==> src/rtl/piso_serializer_pkg.sv <==
// ============================================================================
// piso_serializer_pkg : state encoding and default word width shared by the
//                       serializer and its matching serial-in receiver.
// Revision: 1.0
// ============================================================================
`default_nettype none

package piso_serializer_pkg;

   localparam int DEFAULT_WIDTH = 8;

   typedef enum logic [0:0] {
      ST_IDLE  = 1'b0,
      ST_SHIFT = 1'b1
   } state_t;

endpackage

`default_nettype wire

==> src/rtl/piso_serializer.sv <==
// ============================================================================
// piso_serializer : parallel-in serial-out shifter with valid/ready load,
//                   active-low shift enable and end-of-word done pulse.
// Revision: 1.0
// ============================================================================
`default_nettype none

module piso_serializer
   import piso_serializer_pkg::*;
#(
   parameter int WIDTH = DEFAULT_WIDTH
) (
   input  logic             clk,
   input  logic             RST,
   input  logic             EN,
   input  logic [0:WIDTH-1] p_in,
   input  logic             ld_valid,
   output logic             ld_ready,
   output logic             s_out,
   output logic             s_vld,
   output logic             done
);

   localparam int               C_CNT_W = $clog2(WIDTH);
   localparam logic [C_CNT_W-1:0] C_LAST  = C_CNT_W'(WIDTH - 1);

   state_t               r_state;
   state_t               w_state_nxt;
   logic [0:WIDTH-1]     r_sr;
   logic [0:WIDTH-1]     w_sr_nxt;
   logic [C_CNT_W-1:0]   r_cnt;
   logic [C_CNT_W-1:0]   w_cnt_nxt;
   logic                 r_done;
   logic                 w_last;
   logic                 w_load;

   // Last-bit cycle: the coming edge shifts out the final bit and may reload.
   assign w_last   = (r_state == ST_SHIFT) && !EN && (r_cnt == C_LAST);
   assign ld_ready = (r_state == ST_IDLE) || w_last;
   assign w_load   = ld_valid && ld_ready;

   assign s_vld = (r_state == ST_SHIFT);
   assign s_out = s_vld && r_sr[WIDTH-1];
   assign done  = r_done;

   always_ff @(posedge clk or negedge RST) begin
      if (!RST) begin
         r_state <= ST_IDLE;
         r_sr    <= '0;
         r_cnt   <= '0;
         r_done  <= 1'b0;
      end else begin
         r_state <= w_state_nxt;
         r_sr    <= w_sr_nxt;
         r_cnt   <= w_cnt_nxt;
         r_done  <= w_last;
      end
   end

   always_comb begin
      w_state_nxt = r_state;
      w_sr_nxt    = r_sr;
      w_cnt_nxt   = r_cnt;
      case (r_state)
         ST_IDLE: begin
            if (w_load) begin
               w_state_nxt = ST_SHIFT;
               w_sr_nxt    = p_in;
               w_cnt_nxt   = '0;
            end
         end
         ST_SHIFT: begin
            if (!EN) begin
               if (w_last) begin
                  w_cnt_nxt = '0;
                  if (w_load) begin
                     w_sr_nxt = p_in;
                  end else begin
                     w_state_nxt = ST_IDLE;
                     w_sr_nxt    = '0;
                  end
               end else begin
                  w_sr_nxt  = {1'b0, r_sr[0:WIDTH-2]};
                  w_cnt_nxt = r_cnt + 1'b1;
               end
            end
         end
         default: begin
            w_state_nxt = ST_IDLE;
         end
      endcase
   end

endmodule

`default_nettype wire

==> config.mk <==
export PLATFORM = sky130hd
export DESIGN_NAME = piso_serializer
export DESIGN_NICKNAME = d
export VERILOG_FILES = /design/src/rtl/piso_serializer_pkg.sv /design/src/rtl/piso_serializer.sv
export SDC_FILE = /design/constraint.sdc
export NUM_CORES = 1
export LEC_CHECK = 0
export ABC_AREA = 1
export CORE_ASPECT_RATIO = 2
export CORE_MARGIN = 2
export CORE_UTILIZATION = 25
export CTS_BUF_LIST = sky130_fd_sc_hd__clkbuf_4 sky130_fd_sc_hd__clkbuf_8
export DETAILED_ROUTE_END_ITERATION = 8
export SKIP_CTS_REPAIR_TIMING = 1
export SLEW_MARGIN = 40
export SYNTH_ARGS = -nofsm -noshare
export SYNTH_HDL_FRONTEND = slang
export SYNTH_SLANG_ARGS = --single-unit
==> constraint.sdc <==
create_clock -name clk -period 1.89 [get_ports clk]
set_input_delay 0.378 -clock clk [delete_from_list [all_inputs] [get_ports clk]]
set_output_delay 0.378 -clock clk [all_outputs]
set_load 0.005 [all_outputs]
# Word level (Yosys, flattened, before mapping)
# Cells that the tools add are included.
# Widths: inputs -> output; s select.
[classes] addsub=1 n_eq_ne=3 n_mux=13 bitwise_logic=1 n_reduce_logical=7
[ops] op="$mux 8" count=4
[ops] op="$pmux 8 s2" count=1
[ops] op="$mux 3" count=3
[ops] op="$pmux 3 s2" count=1
[ops] op="$logic_and 1x1->1" count=4
[ops] op="$ne 2x2->1 const B" count=2
[ops] op="$add 3x1->3 const B" count=1
[ops] op="$eq 3x3->1 const B" count=1
[ops] op="$mux 1" count=3
[ops] op="$pmux 1 s2" count=1
[ops] op="$reduce_and 2->1" count=1
[ops] op="$logic_not 1->1" count=1
[ops] op="$logic_or 1x1->1" count=1
[ops] op="$not 1->1" count=1
[word_totals] ff_bits=13 inputBits=12 output_inout_bits=4 word_cells=29

# Depth between registers and ports, before layout
# Gate-level depths: netlist of run 1.
[depth] depth_word=9 mapped_depth=9 depth_no_buf=8

# Least setup slack after synthesis of run 1
# Ideal clock, no wire load.
[synth_path] kind="register to register" startpoint="register r_cnt[0]" endpoint="register r_sr[1] (netlist bit)" arrival_time_ns=1.205 t_required_ns=1.773 slack_ns=0.569 path_stages_with_launch=9 path_buffers=0 cell_sequence="dfrtp_1 > ha_1 > ha_1 > inv_1 > o21ai_4 > nand2_2 > o21ai_0 > nand2_1 > nand2_1"
[synth_via] elab_chain_cells=8 word_cells_on_any_way=10
[synth_rtl] item="start: declaration" line="piso_serializer.sv:31" source="logic [C_CNT_W-1:0] r_cnt;"
[synth_rtl] item="start signal: assignment" line="piso_serializer.sv:55" source="r_cnt <= w_cnt_nxt;"
[synth_rtl] item="$eq 3x3->1 *" line="piso_serializer.sv:38" source="assign w_last = (r_state == ST_SHIFT) && !EN && (r_cnt == C_LAST);"
[synth_rtl] item="$logic_and 1x1->1 *" line="piso_serializer.sv:38"
[synth_rtl] item="$logic_or 1x1->1 *" line="piso_serializer.sv:39" source="assign ld_ready = (r_state == ST_IDLE) || w_last;"
[synth_rtl] item="net ld_ready" line="piso_serializer.sv:18" source="output logic ld_ready,"
[synth_rtl] item="$logic_and 1x1->1 *" line="piso_serializer.sv:40" source="assign w_load = ld_valid && ld_ready;"
[synth_rtl] item="$mux 8" line="piso_serializer.sv:76" source="if (w_load) begin"
[synth_rtl] item="$mux 8" line="piso_serializer.sv:74" source="if (w_last) begin"
[synth_rtl] item="$mux 8" line="piso_serializer.sv:73" source="if (!EN) begin"
[synth_rtl] item="$pmux 8 s2" line="piso_serializer.sv:64" source="case (r_state)"
[synth_rtl] item="end signal: assignment" line="piso_serializer.sv:54" source="r_sr <= w_sr_nxt;"
[synth_rtl] item="end: declaration" line="piso_serializer.sv:29" source="logic [0:WIDTH-1] r_sr;"
# The timed path passes the listed nets; every way through them passes the cells marked *. The select of a mux whose other input is x is not followed.
# A chain may end at the register's enable or synchronous reset.

# Worst setup path in the final report of run 1
[layout_path] startpoint="register r_state (netlist: s_vld)" endpoint="output port s_out"
[layout_via] elab_chain_cells=1
[layout_rtl] item="start: declaration" line="piso_serializer.sv:27" source="state_t r_state;"
[layout_rtl] item="start signal: assignment" line="piso_serializer.sv:53" source="r_state <= w_state_nxt;"
[layout_rtl] item="$logic_and 1x1->1" line="piso_serializer.sv:43" source="assign s_out = s_vld && r_sr[WIDTH-1];"
[layout_rtl] item="end: declaration" line="piso_serializer.sv:19" source="output logic s_out,"
# No other way between the ends.

==> reports/metrics.yaml, run 1 <==
detailed_routing:
  avgRoutedWirePerCell_microns: 10.2
  drtPass1Iterations: 2
  antenna_left: 0
  drt_iter0_markers: 19
  drc: 0
  viasPerCell: 4.20
  vias: 596
  detail_route.wirelength_mm: 1.44
die:
  start_util_pct: 25.9
  core_sq_um: 2740
  die_h_microns: 79.3
  die_area_sq_um: 3310
  io-pin-count: 16
  die_x_microns: 41.7
  rows: 27
clock_network:
  cts_buffers: 3
  clk_pin_slew_worst_paths_ns: 0.05
  cts_tree: "done"
  cts_root_buf: "clkbuf_8"
  htreeDepth: 1
  insertion_delay_ns: 0.24
  cts_buffer_depth: 2
  clock-sinks: 13
grt:
  antenna_found_initial: 0
  grt_max_degree: 14
  grt_pass1_wl_mm: 2.57
  grt_pass1_vias: 638
  busiest_layer: "met2"
  grt_use_total_pct: 9.97
  met2_usage_pct: 18.3
  grt_use_met1_pct: 9.99
  grt-ovfl-total: 0
  use_met3_pct: 1.36
sta:
  finalMaxSlewViolations: 0
  timing.slew.headroom_pct: 59.5
  finalHoldViolCount: 0
  tightest_slew_ns: 0.605
  rsz0062_at_grt: "false"
  worst_slack_ns: 0.142
  finalCritPeriodShare_pct: 92.5
  finalSetupViolCount: 0
  setup_tns_ns: 0
  max_freq_mhz: 572
  clock_skew_ns: 0.00522
  min_period_ns: 1.75
cells_and_area:
  n_fill_cell: 295
  nNetsFinal: 128
  final_area_sq_um: 947
  final_util_pct: 34.6
  antenna_cells: 0
  most-common-layout-cells: "nand2_1, clkdlybuf4s50_1, inv_1, dfrtp_1, nor2_1"
  mostFrequentLayoutCell: "nand2_1"
  drive_gt1_share_pct: 13.3
  area_growth_pct: 33.5
pwr:
  power_density_nw_per_um2: 1120
  power_frac_clock_pct: 23.9
  p_comb_share_pct: 35.5
  switchingPower_mw: 0.335
  vdd_drop_max_mv: 0.517
  internal-power_mw: 0.724
  p_leak_nw: 0.529
  switching_share_pct: 31.6
  pwr-share-seq_pct: 40.6
outcome:
  status: "complete, no violations"
worst_setup_path:
  crit_family: "buffers and inverters"
  worstPathMaxFanout: 7
  crit_path_end_kind: "output port"
  crit_chain: "nand2_1, inv_1, clkdlybuf4s50_1"
  required_ns: 1.51
  crit_type: "reg2out"
  rr_startpoint: "r_cnt[0]"
  slowest_delay_ns: 0.50
  worstSetupStartpointType: "flip-flop"
  arrival_ns: 1.37
  crit_slowest_cell: "dfrtp_1"
  crit_buf_inv: 2
  crit_start: "s_vld"
placement:
  place_area_sq_um: 888
  io_buffers: 15
  dp_hpwl_mm: 1.11
  gp_congestion: 0.770
  pre_cts_ws_ns: -0.00235
synth:
  netlist_area_sq_um: 709
  yosysSeqAreaShare_pct: 45.9
  ys_top_cells_by_area: "dfrtp_1, nand2_1, inv_1"
  avgSynthCellArea_sq_um: 7.63
  synth_largest_area_cell: "dfrtp_1"
  synth_nets: 107
  synth_top_cell_area_share_pct: 45.9
  syn_inst: 93
  ys_types: 13
  ys_warn_count: 0
  ys_ff_latch: 13
job:
  maxCapViolCount: 0
min_path:
  hp-class: "reg2reg"
  hold_start: "r_sr[2]"
[path summary, 6_finish.rpt]
kind	endpoint	slack (ns)	depth (start not counted)
worst max-delay path	s_out	0.14	3
worst min-delay path	r_sr[2]	0.48	2
worst max register to register	r_sr[1]	0.34	9
worst min register to register	r_sr[2]	0.48	2
max in group asynchronous	r_sr[3]	0.97	1
min in group asynchronous	r_sr[2]	0.52	1
[tightest hold or removal path, stage by stage, from the launching register on]
cell and delay, ns:
dfrtp_1 0.34, nand2_1 0.05, nand2_1 0.06
[cell usage after synthesis (all sizes together)]
master,number
dfrtp,13
o21ai,4
a21oi,6
ha,2
buf,2
inv,16
nand2,32
nor2,12
nand3,6
[cell type report]
| type | count | area (sq um) | share of cell area, % |
|---|---|---|---|
| sequential | 13 | 325 | 34.3 |
| multi-input combinational | 62 | 302 | 31.8 |
| timing repair buffer | 18 | 175 | 18.5 |
| inverter | 16 | 60.1 | 6.34 |
| clock buffer | 4 | 48.8 | 5.15 |
| tap | 29 | 36.3 | 3.83 |
[layer usage]
metal	vias to the layer above	routed length (microns)
li1	318	-
met1	267	587
met2	9	787
met3	2	37
met4	0	29
met5	-	0
[cells by family (layout without fill, tap and decap cells)]
group / after synthesis / count (layout) / share of synthesized area [%]
buffers and inverters: 18 / 38 / 11.6
adder cells (fa/ha/maj): 2 / 2 / 3.53
flip-flops: 13 / 13 / 45.9
AND/OR/NAND/NOR: 50 / 50 / 30.3
AO/OA/AOI/OAI: 10 / 10 / 8.64
[state kept, by name, indices dropped and copies added, names as in the netlist]
signal  cells
r_cnt       3
r_sr        8
done        1
s_vld       1
[power groups by stage]
stage | Combinational, mW | Clock (mW) | Sequential, mW
finish | 0.376 | 0.253 | 0.430
global route | 0.435 | 0.281 | 0.443
CTS | 0.371 | 0.265 | 0.430
detailed placement | 0.369 | 0 | 0.435
global placement | 0.358 | 0 | 0.428
floorplan | 0.252 | 0 | 0.416
[metrics by stage]
stage | power (mW) | hold slack, ns | instances
after global placement | 0.786 | 0.459 | 137
after detailed placement | 0.804 | 0.474 | 137
final | 1.06 | 0.482 | 142
after floorplan | 0.668 | 0.0824 | 93
after CTS | 1.07 | 0.488 | 141
after global routing | 1.16 | 0.509 | 142
No activity file was read; power rests on OpenSTA's default activity.
==> run 2: changes to the inputs <==
SKIP_LAST_GASP = 1   (was unset)
==> results of run 2 <==
Final layout, timing and power as in run 1 (identical DEF).
==> run 3: changes to the inputs <==
ABC_CLOCK_PERIOD_IN_PS = 1890   (was unset)
==> results of run 3 <==
Final layout, timing and power as in run 1 (identical DEF).
